## config.mk

```make
export PLATFORM = sky130hd
export DESIGN_NAME = mpu_load_stream_flat
export DESIGN_NICKNAME = d
export VERILOG_FILES = /design/src/rtl/mpu_load_stream_pkg.sv /design/src/rtl/mpu_load_stream_if.sv /design/src/rtl/mpu_load_stream_lane_gen.sv /design/src/rtl/mpu_load_stream.sv /design/src/flat_wrapper.sv
export SDC_FILE = /design/constraint.sdc
export NUM_CORES = 1
export LEC_CHECK = 0
export BUFFER_PORTS_ARGS = -buffer_cell sky130_fd_sc_hd__buf_2
export CAP_MARGIN = 25
export CORE_AREA = 2 2 93 104
export DETAILED_ROUTE_END_ITERATION = 6
export DIE_AREA = 0 0 95 106
export PLACE_DENSITY = 0.88
export SLEW_MARGIN = 0
export SYNTH_ARGS = -nofsm -noshare
export SYNTH_HDL_FRONTEND = slang
export SYNTH_SLANG_ARGS = --single-unit
```

## constraint.sdc

```tcl
create_clock -name clk -period 3.99 [get_ports clk]
set_input_delay 0.9975 -clock clk [delete_from_list [all_inputs] [get_ports clk]]
set_output_delay 0.9975 -clock clk [all_outputs]
set_load 0.1 [all_outputs]
```

## src/rtl/mpu_load_stream_pkg.sv

```systemverilog
// Shared sizing, state and descriptor types for the multi-lane matrix load streamer.
// This package provides the global_defs and mpu_data_types content used by mpu_load_stream.
package mpu_load_stream_pkg;

  localparam int LOAD_LANES_MAX  = 4;
  localparam int M               = 4;
  localparam int N               = 4;
  localparam int MBITS           = 2;
  localparam int NBITS           = 2;
  localparam int MATRIX_REG_BITS = 2;

  typedef enum logic [1:0] {
    LS_IDLE,
    LS_GRANT,
    LS_STREAM,
    LS_DONE
  } load_stream_state_e;

  typedef struct packed {
    logic [MATRIX_REG_BITS:0] addr;
    logic [MBITS:0]           m;
    logic [NBITS:0]           n;
    logic                     col_major;
  } load_desc_t;

  typedef struct packed {
    logic [MBITS:0] i;
    logic [NBITS:0] j;
  } lane_loc_t;

  // Zero-sized or oversized matrices are rejected at intake.
  function automatic logic desc_legal(input logic [MBITS:0] m, input logic [NBITS:0] n,
                                      input int m_max, input int n_max);
    return (m != '0) && (n != '0) && (int'(m) <= m_max) && (int'(n) <= n_max);
  endfunction

endpackage

```

## src/rtl/mpu_load_stream_if.sv

```systemverilog
// Descriptor, memory-beat and register-file handshake bundle for mpu_load_stream.
// slave is the streamer's view; master is the view of whatever drives it.
interface mpu_load_stream_if #(
  parameter int LANES = 2
);
  import mpu_load_stream_pkg::*;

  logic                           load_req_in;
  logic [MATRIX_REG_BITS:0]       mem_load_addr_in;
  logic [MBITS:0]                 mem_m_load_size_in;
  logic [NBITS:0]                 mem_n_load_size_in;
  logic                           mem_col_major_in;
  logic                           mem_load_error_out;
  logic                           mem_load_ack_out;
  logic                           mem_valid_in;
  logic [LANES-1:0][31:0]         mem_element_in;
  logic                           mem_ready_out;
  logic                           reg_load_ready_in;
  logic                           reg_load_req_out;
  logic [MATRIX_REG_BITS:0]       reg_load_addr_out;
  logic [LANES-1:0][31:0]         reg_load_element_out;
  logic [LANES-1:0]               reg_lane_valid_out;
  logic [LANES-1:0][MBITS:0]      reg_i_load_loc_out;
  logic [LANES-1:0][NBITS:0]      reg_j_load_loc_out;
  logic [MBITS:0]                 reg_m_load_size_out;
  logic [NBITS:0]                 reg_n_load_size_out;
  logic                           load_done_out;

  modport slave (
    input  load_req_in, mem_load_addr_in, mem_m_load_size_in, mem_n_load_size_in,
           mem_col_major_in, mem_valid_in, mem_element_in, reg_load_ready_in,
    output mem_load_error_out, mem_load_ack_out, mem_ready_out, reg_load_req_out,
           reg_load_addr_out, reg_load_element_out, reg_lane_valid_out,
           reg_i_load_loc_out, reg_j_load_loc_out, reg_m_load_size_out,
           reg_n_load_size_out, load_done_out
  );

  modport master (
    output load_req_in, mem_load_addr_in, mem_m_load_size_in, mem_n_load_size_in,
           mem_col_major_in, mem_valid_in, mem_element_in, reg_load_ready_in,
    input  mem_load_error_out, mem_load_ack_out, mem_ready_out, reg_load_req_out,
           reg_load_addr_out, reg_load_element_out, reg_lane_valid_out,
           reg_i_load_loc_out, reg_j_load_loc_out, reg_m_load_size_out,
           reg_n_load_size_out, load_done_out
  );

endinterface

```

## src/rtl/mpu_load_stream_lane_gen.sv

```systemverilog
// Combinational lane tagger: walks up to LANES elements from a base (i,j), wrapping as often as needed.
// Column-major stepping exists only when MPU_LOAD_TRANSPOSE_EN is defined.
module mpu_load_lane_gen
  import mpu_load_stream_pkg::*;
#(
  parameter int LANES = 2,
  parameter int CW    = MBITS + NBITS + 2
) (
  input  lane_loc_t                 base,
  input  logic [MBITS:0]            m,
  input  logic [NBITS:0]            n,
  input  logic                      col_major,
  input  logic [CW-1:0]             remaining,
  output logic [LANES-1:0][MBITS:0] loc_i,
  output logic [LANES-1:0][NBITS:0] loc_j,
  output logic [LANES-1:0]          mask,
  output lane_loc_t                 next_base
);

  localparam int MW = MBITS + 1;
  localparam int NW = NBITS + 1;

  lane_loc_t cur;

  // Lanes past the last element stay masked with a zero location.
  always_comb begin
    cur   = base;
    loc_i = '0;
    loc_j = '0;
    mask  = '0;
    for (int k = 0; k < LANES; k++) begin
      if (remaining > CW'(k)) begin
        mask[k]  = 1'b1;
        loc_i[k] = cur.i;
        loc_j[k] = cur.j;
`ifdef MPU_LOAD_TRANSPOSE_EN
        if (col_major) begin
          if (cur.i == m - MW'(1)) begin
            cur.i = '0;
            cur.j = cur.j + NW'(1);
          end else begin
            cur.i = cur.i + MW'(1);
          end
        end else
`endif
        if (cur.j == n - NW'(1)) begin
          cur.j = '0;
          cur.i = cur.i + MW'(1);
        end else begin
          cur.j = cur.j + NW'(1);
        end
      end
    end
    next_base = cur;
  end

`ifndef MPU_LOAD_TRANSPOSE_EN
  logic unused_col_inputs;
  assign unused_col_inputs = col_major ^ (^m);
`endif

endmodule

```

## src/rtl/mpu_load_stream.sv

```systemverilog
// Multi-lane matrix load streamer: descriptor intake, per-lane (i,j) tagging and a registered output stage.
// Define MPU_LOAD_TRANSPOSE_EN to honour mem_col_major_in; otherwise every load is row-major.
module mpu_load_stream
  import mpu_load_stream_pkg::*;
#(
  parameter int LANES = 2,
  parameter int M_MAX = M,
  parameter int N_MAX = N
) (
  input logic              clk,
  input logic              rst_n,
  mpu_load_stream_if.slave bus
);

  localparam int CW = MBITS + NBITS + 2;

  load_stream_state_e        state_q, state_d;
  load_desc_t                desc_q;
  lane_loc_t                 base_q, next_base;
  logic [CW-1:0]             remaining_q;
  logic                      out_valid_q, ack_q, err_q;
  logic [LANES-1:0][31:0]    elem_q;
  logic [LANES-1:0]          mask_q, lane_mask;
  logic [LANES-1:0][MBITS:0] loc_i_q, lane_i;
  logic [LANES-1:0][NBITS:0] loc_j_q, lane_j;
  logic                      desc_ok, desc_bad, mem_ready, accept, consume, done;
  logic                      req_col;

`ifdef MPU_LOAD_TRANSPOSE_EN
  assign req_col = bus.mem_col_major_in;
`else
  logic unused_col_major;
  assign req_col          = 1'b0;
  assign unused_col_major = bus.mem_col_major_in;
`endif

  mpu_load_lane_gen #(.LANES(LANES), .CW(CW)) lane_gen (
    .base      (base_q),
    .m         (desc_q.m),
    .n         (desc_q.n),
    .col_major (desc_q.col_major),
    .remaining (remaining_q),
    .loc_i     (lane_i),
    .loc_j     (lane_j),
    .mask      (lane_mask),
    .next_base (next_base)
  );

  always_ff @(posedge clk or negedge rst_n) begin
    if (!rst_n) state_q <= LS_IDLE;
    else        state_q <= state_d;
  end

  // The input side may refill the output register in the same cycle it is drained.
  always_comb begin
    state_d   = state_q;
    desc_ok   = 1'b0;
    desc_bad  = 1'b0;
    mem_ready = 1'b0;
    done      = 1'b0;
    consume   = out_valid_q && bus.reg_load_ready_in;
    case (state_q)
      LS_IDLE: begin
        if (bus.load_req_in) begin
          if (desc_legal(bus.mem_m_load_size_in, bus.mem_n_load_size_in, M_MAX, N_MAX)) begin
            desc_ok = 1'b1;
            state_d = LS_GRANT;
          end else begin
            desc_bad = 1'b1;
          end
        end
      end
      LS_GRANT: if (bus.reg_load_ready_in) state_d = LS_STREAM;
      LS_STREAM: begin
        mem_ready = (remaining_q != '0) && (!out_valid_q || bus.reg_load_ready_in);
        if (consume && remaining_q == '0) state_d = LS_DONE;
      end
      LS_DONE: begin
        done    = 1'b1;
        state_d = LS_IDLE;
      end
      default: state_d = LS_IDLE;
    endcase
  end

  assign accept = mem_ready && bus.mem_valid_in;

  always_ff @(posedge clk or negedge rst_n) begin
    if (!rst_n) begin
      desc_q      <= '0;
      base_q      <= '0;
      remaining_q <= '0;
      out_valid_q <= 1'b0;
      ack_q       <= 1'b0;
      err_q       <= 1'b0;
      elem_q      <= '0;
      mask_q      <= '0;
      loc_i_q     <= '0;
      loc_j_q     <= '0;
    end else begin
      ack_q <= desc_ok;
      err_q <= desc_bad;
      if (desc_ok) begin
        desc_q.addr      <= bus.mem_load_addr_in;
        desc_q.m         <= bus.mem_m_load_size_in;
        desc_q.n         <= bus.mem_n_load_size_in;
        desc_q.col_major <= req_col;
        base_q           <= '0;
        remaining_q      <= CW'(bus.mem_m_load_size_in) * CW'(bus.mem_n_load_size_in);
      end
      if (accept) begin
        out_valid_q <= 1'b1;
        elem_q      <= bus.mem_element_in;
        mask_q      <= lane_mask;
        loc_i_q     <= lane_i;
        loc_j_q     <= lane_j;
        base_q      <= next_base;
        remaining_q <= (remaining_q > CW'(LANES)) ? remaining_q - CW'(LANES) : '0;
      end else if (consume) begin
        out_valid_q <= 1'b0;
      end
    end
  end

  assign bus.mem_load_ack_out     = ack_q;
  assign bus.mem_load_error_out   = err_q;
  assign bus.mem_ready_out        = mem_ready;
  assign bus.reg_load_req_out     = out_valid_q;
  assign bus.reg_load_addr_out    = desc_q.addr;
  assign bus.reg_load_element_out = elem_q;
  assign bus.reg_lane_valid_out   = mask_q;
  assign bus.reg_i_load_loc_out   = loc_i_q;
  assign bus.reg_j_load_loc_out   = loc_j_q;
  assign bus.reg_m_load_size_out  = desc_q.m;
  assign bus.reg_n_load_size_out  = desc_q.n;
  assign bus.load_done_out        = done;

endmodule

```

## src/flat_wrapper.sv

```systemverilog
// flat-port wrapper written by rule: the top's interface ports become plain ports
module mpu_load_stream_flat import mpu_load_stream_pkg::*;
#(
  parameter int LANES = 2,
  parameter int M_MAX = M,
  parameter int N_MAX = N
)
  (clk, rst_n, bus_load_req_in, bus_mem_load_addr_in, bus_mem_m_load_size_in, bus_mem_n_load_size_in, bus_mem_col_major_in, bus_mem_valid_in, bus_mem_element_in, bus_reg_load_ready_in, bus_mem_load_error_out, bus_mem_load_ack_out, bus_mem_ready_out, bus_reg_load_req_out, bus_reg_load_addr_out, bus_reg_load_element_out, bus_reg_lane_valid_out, bus_reg_i_load_loc_out, bus_reg_j_load_loc_out, bus_reg_m_load_size_out, bus_reg_n_load_size_out, bus_load_done_out);
  mpu_load_stream_if #(.LANES(LANES)) bus_i ();
  input logic clk;
  input logic rst_n;
  input wire logic [$bits(bus_i.load_req_in)-1:0] bus_load_req_in;
  input wire logic [$bits(bus_i.mem_load_addr_in)-1:0] bus_mem_load_addr_in;
  input wire logic [$bits(bus_i.mem_m_load_size_in)-1:0] bus_mem_m_load_size_in;
  input wire logic [$bits(bus_i.mem_n_load_size_in)-1:0] bus_mem_n_load_size_in;
  input wire logic [$bits(bus_i.mem_col_major_in)-1:0] bus_mem_col_major_in;
  input wire logic [$bits(bus_i.mem_valid_in)-1:0] bus_mem_valid_in;
  input wire logic [$bits(bus_i.mem_element_in)-1:0] bus_mem_element_in;
  input wire logic [$bits(bus_i.reg_load_ready_in)-1:0] bus_reg_load_ready_in;
  output wire logic [$bits(bus_i.mem_load_error_out)-1:0] bus_mem_load_error_out;
  output wire logic [$bits(bus_i.mem_load_ack_out)-1:0] bus_mem_load_ack_out;
  output wire logic [$bits(bus_i.mem_ready_out)-1:0] bus_mem_ready_out;
  output wire logic [$bits(bus_i.reg_load_req_out)-1:0] bus_reg_load_req_out;
  output wire logic [$bits(bus_i.reg_load_addr_out)-1:0] bus_reg_load_addr_out;
  output wire logic [$bits(bus_i.reg_load_element_out)-1:0] bus_reg_load_element_out;
  output wire logic [$bits(bus_i.reg_lane_valid_out)-1:0] bus_reg_lane_valid_out;
  output wire logic [$bits(bus_i.reg_i_load_loc_out)-1:0] bus_reg_i_load_loc_out;
  output wire logic [$bits(bus_i.reg_j_load_loc_out)-1:0] bus_reg_j_load_loc_out;
  output wire logic [$bits(bus_i.reg_m_load_size_out)-1:0] bus_reg_m_load_size_out;
  output wire logic [$bits(bus_i.reg_n_load_size_out)-1:0] bus_reg_n_load_size_out;
  output wire logic [$bits(bus_i.load_done_out)-1:0] bus_load_done_out;
  assign bus_i.load_req_in = bus_load_req_in;
  assign bus_i.mem_load_addr_in = bus_mem_load_addr_in;
  assign bus_i.mem_m_load_size_in = bus_mem_m_load_size_in;
  assign bus_i.mem_n_load_size_in = bus_mem_n_load_size_in;
  assign bus_i.mem_col_major_in = bus_mem_col_major_in;
  assign bus_i.mem_valid_in = bus_mem_valid_in;
  assign bus_i.mem_element_in = bus_mem_element_in;
  assign bus_i.reg_load_ready_in = bus_reg_load_ready_in;
  assign bus_mem_load_error_out = bus_i.mem_load_error_out;
  assign bus_mem_load_ack_out = bus_i.mem_load_ack_out;
  assign bus_mem_ready_out = bus_i.mem_ready_out;
  assign bus_reg_load_req_out = bus_i.reg_load_req_out;
  assign bus_reg_load_addr_out = bus_i.reg_load_addr_out;
  assign bus_reg_load_element_out = bus_i.reg_load_element_out;
  assign bus_reg_lane_valid_out = bus_i.reg_lane_valid_out;
  assign bus_reg_i_load_loc_out = bus_i.reg_i_load_loc_out;
  assign bus_reg_j_load_loc_out = bus_i.reg_j_load_loc_out;
  assign bus_reg_m_load_size_out = bus_i.reg_m_load_size_out;
  assign bus_reg_n_load_size_out = bus_i.reg_n_load_size_out;
  assign bus_load_done_out = bus_i.load_done_out;
  mpu_load_stream #(.LANES(LANES), .M_MAX(M_MAX), .N_MAX(N_MAX)) u_core (.clk(clk), .rst_n(rst_n), .bus(bus_i));
endmodule
```

==> metrics.txt <==
Synth Flop Type dfrtp_1; nets@finish 771; simple-gate share of the synthesized area 24.68%; synthesized area per cell 9.248 um2; worst-path fanout max 7; Async S/R FF share, synth 100.0%; Worst Path Required 2.99 ns; global-route wire length before repair 18830 um; final worst slack 0.9172 ns; DP Worst Slack 0.9427 ns; Die Span X 95 um; Skew-Pair Late Insertion Delay 0.38 ns; Data arrival, critical path 2.08 ns; dominant combinational cell family by area after synthesis simple AND/OR/NAND/NOR gates; Worst Setup Start Kind register; htree depth 3; Antenna Nets Post-Route 0; post-CTS resize count 0; Yosys Warn Count 0; fin crit share 77.01%; Cell variety after synth 46; max-cap viol count 0; vias per cell 5.149; Max Fclk 0.3254 GHz; Via Count 4104; slew margin rel. 51.67%; Post-synth EDFFs 0; Cell Area, Synth 4726 um2; mux contribution to synthesized area 2.542%; HPWL after detailed placement 8277 um; DR WL/cell 14.34 um; slowest stage delay, CP 0.46 ns; Detailed Route WL 11430 um; Setup Fix Bufs, Post-CTS 0; IO Pins 171; initial detailed-routing violation count 220; cell with the most instances after synthesis nand2_1; Rows 37; final setup fails 0; Seq cells post-synth 104; multi-input combinational cell area 1991 um2; post-cts hold buffer count 0; Slew @ Worst Pin 0.7189 ns; clk sinks 104; unrepaired setup endpoints after global routing false; share of cells above drive strength 1 30.88%; Initial Util 51.82%; CP cell instances nor3_1 > nand2_1 > and3_1 > buf_2; Clock Path Buffers 2; GRT Total Usage 23.86%; vias in the first global route 4205; number of antenna violations at the first check in global routing 0; port bufs 169; full die area 10070 um2; first-pass iteration count of the detailed router 5; metal3 WL 526 um; wl on met1 4570 um; worst-case clock skew 0.01119 ns; clock tree from TritonCTS built; share of the synthesized area in the top cell type 55.07%; status finished, final reports clean; sequential share of the synthesized area 55.07%; pin count of the biggest net entering global routing 60; Die Y 106 um; total congestion overflow 0; Final Hold Vio Count 0; routability congestion estimate from global placement 0.8158; CP Capture Type output port; FILL cells 719; Clock transition at path regs 0.10 ns; Post-Synth Adder-Cell Area 4.819%; Mapped Cells 511; Max Slew Vio Count 0; Root Driver clkbuf_8; Area Overhead vs Synth 25.02%; DR top layer met4; post-synthesis xor/xnor area fraction 3.071%; worst min path class reg -> reg; total CTS buffers 9; min Tclk post-route 3.073 ns; slowest stage cell, crit path dfrtp_1; total negative setup slack 0 ns; compound-gate portion of the synthesized area 6.937%; Syn Nets 607; top cells by count, synth nand2_1, dfrtp_1, clkbuf_1; core area 9120 um2; DRC viols 0; # diodes 0; crit path kind reg -> out; Synth area leaders dfrtp_1, nand2_1, ha_1; Sequential Area 2603 um2; Synth area leader dfrtp_1; met2 WL 6020 um
layer usage:
metal	track usage, %	vias to the layer above
met2	42.71	144
li1	-	1968
met5	0	-
met3	4.111	30
met4	11.18	0
met1	27.32	1962
layout by cell type (no fill, tap or decap), types with 2 or more instances in the layout:
master / Yosys / routed
a21oi_1: 6 / 6
a221o_1: 2 / 2
a22o_1: 2 / 2
a31oi_1: 3 / 3
a32o_1: 2 / 2
and2_1: 7 / 6
buf_2: 4 / 168
buf_4: 0 / 6
bufinv_16: 0 / 2
clkbuf_8: 0 / 10
clkinvlp_4: 0 / 2
dfrtp_1: 104 / 104
fa_1: 2 / 2
ha_1: 15 / 15
inv_1: 11 / 11
mux2_2: 8 / 8
mux2i_1: 3 / 3
nand2_1: 240 / 239
nand2b_1: 3 / 3
nand3_1: 10 / 10
nor2_1: 13 / 13
nor2b_1: 2 / 2
nor3_1: 3 / 3
nor3_2: 2 / 2
o21ai_0: 12 / 12
o21ai_1: 5 / 5
o22ai_1: 2 / 2
o31a_4: 2 / 2
or3_1: 2 / 2
xnor2_1: 6 / 6
xnor2_2: 2 / 2
xor2_1: 4 / 4
cells by family (layout without fill, tap and decap cells):
kind of cell / Yosys count / count (layout)
adders and majority gates: 17 / 17
muxes: 11 / 11
and+or+nand+nor: 287 / 287
AOI/OAI and AO/OA: 46 / 46
DFF: 104 / 104
xor gates and xnor gates: 13 / 13
buffers and inverters: 33 / 202
through the flow:
stage	instance area, um2	hold slack [ns]	std cells	util, %
after CTS	5908	0.4799	797	64.78
after global placement	5687	0.4470	781	62.35
after global routing	5908	0.4892	797	64.78
final	5908	0.4791	797	64.78
after floorplan	4726	0.4812	511	-
after detailed placement	5687	0.4548	781	62.35
path summary, 6_finish.rpt:
| kind | startpoint | endpoint | slack (ns) | depth (start not counted) |
|---|---|---|---|---|
| hold / removal | u_core.bus.reg_load_element_out[56]$_DFFE_PN0P_ | u_core.bus.reg_load_element_out[56]$_DFFE_PN0P_ | 0.48 | 2 |
| max in group asynchronous | rst_n | u_core.remaining_q[5]$_DFFE_PN0P_ | 2.65 | 2 |
| setup reg to reg | u_core.bus.reg_n_load_size_out[0]$_DFFE_PN0P_ | u_core.base_q[5]$_DFFE_PN0P_ | 1.00 | 12 |
| hold reg to reg | u_core.bus.reg_load_element_out[56]$_DFFE_PN0P_ | u_core.bus.reg_load_element_out[56]$_DFFE_PN0P_ | 0.48 | 2 |
| setup / recovery | u_core.remaining_q[4]$_DFFE_PN0P_ | bus_mem_ready_out | 0.92 | 4 |
| min in group asynchronous | rst_n | u_core.bus.reg_load_element_out[3]$_DFFE_PN0P_ | 0.62 | 1 |
sequential cells by signal, summed over array words and instances (netlist names):
name / count
u_core.bus.reg_load_element_out: 64
u_core.base_q: 6
u_core.bus.reg_i_load_loc_out: 6
u_core.bus.reg_j_load_loc_out: 6
u_core.remaining_q: 6
u_core.bus.reg_load_addr_out: 3
u_core.bus.reg_m_load_size_out: 3
u_core.bus.reg_n_load_size_out: 3
u_core.bus.reg_lane_valid_out: 2
u_core.state_q: 2
u_core.bus.mem_load_ack_out: 1
u_core.bus.mem_load_error_out: 1
u_core.bus.reg_load_req_out: 1
critical path: cells and delay by family, from the launching register on:
kind,cells,cell delay [ns]
buffers and inverters,1,0.30
AND/OR/NAND/NOR,3,0.94
flip-flops,1,0.46
layout make-up:
| class | count | share of cell area, % |
|---|---|---|
| sequential | 104 | 44.05 |
| clock buffer | 11 | 2.393 |
| tap | 117 | 2.478 |
| clock inverter | 5 | 1.355 |
| timing repair buffer | 175 | 15.33 |
| multi-input combinational | 374 | 33.69 |
| inverter | 11 | 0.6989 |
Power is left out: the tool's default activity adds up to more than one toggle a clock period on the data nets, which glitch-free logic cannot reach.
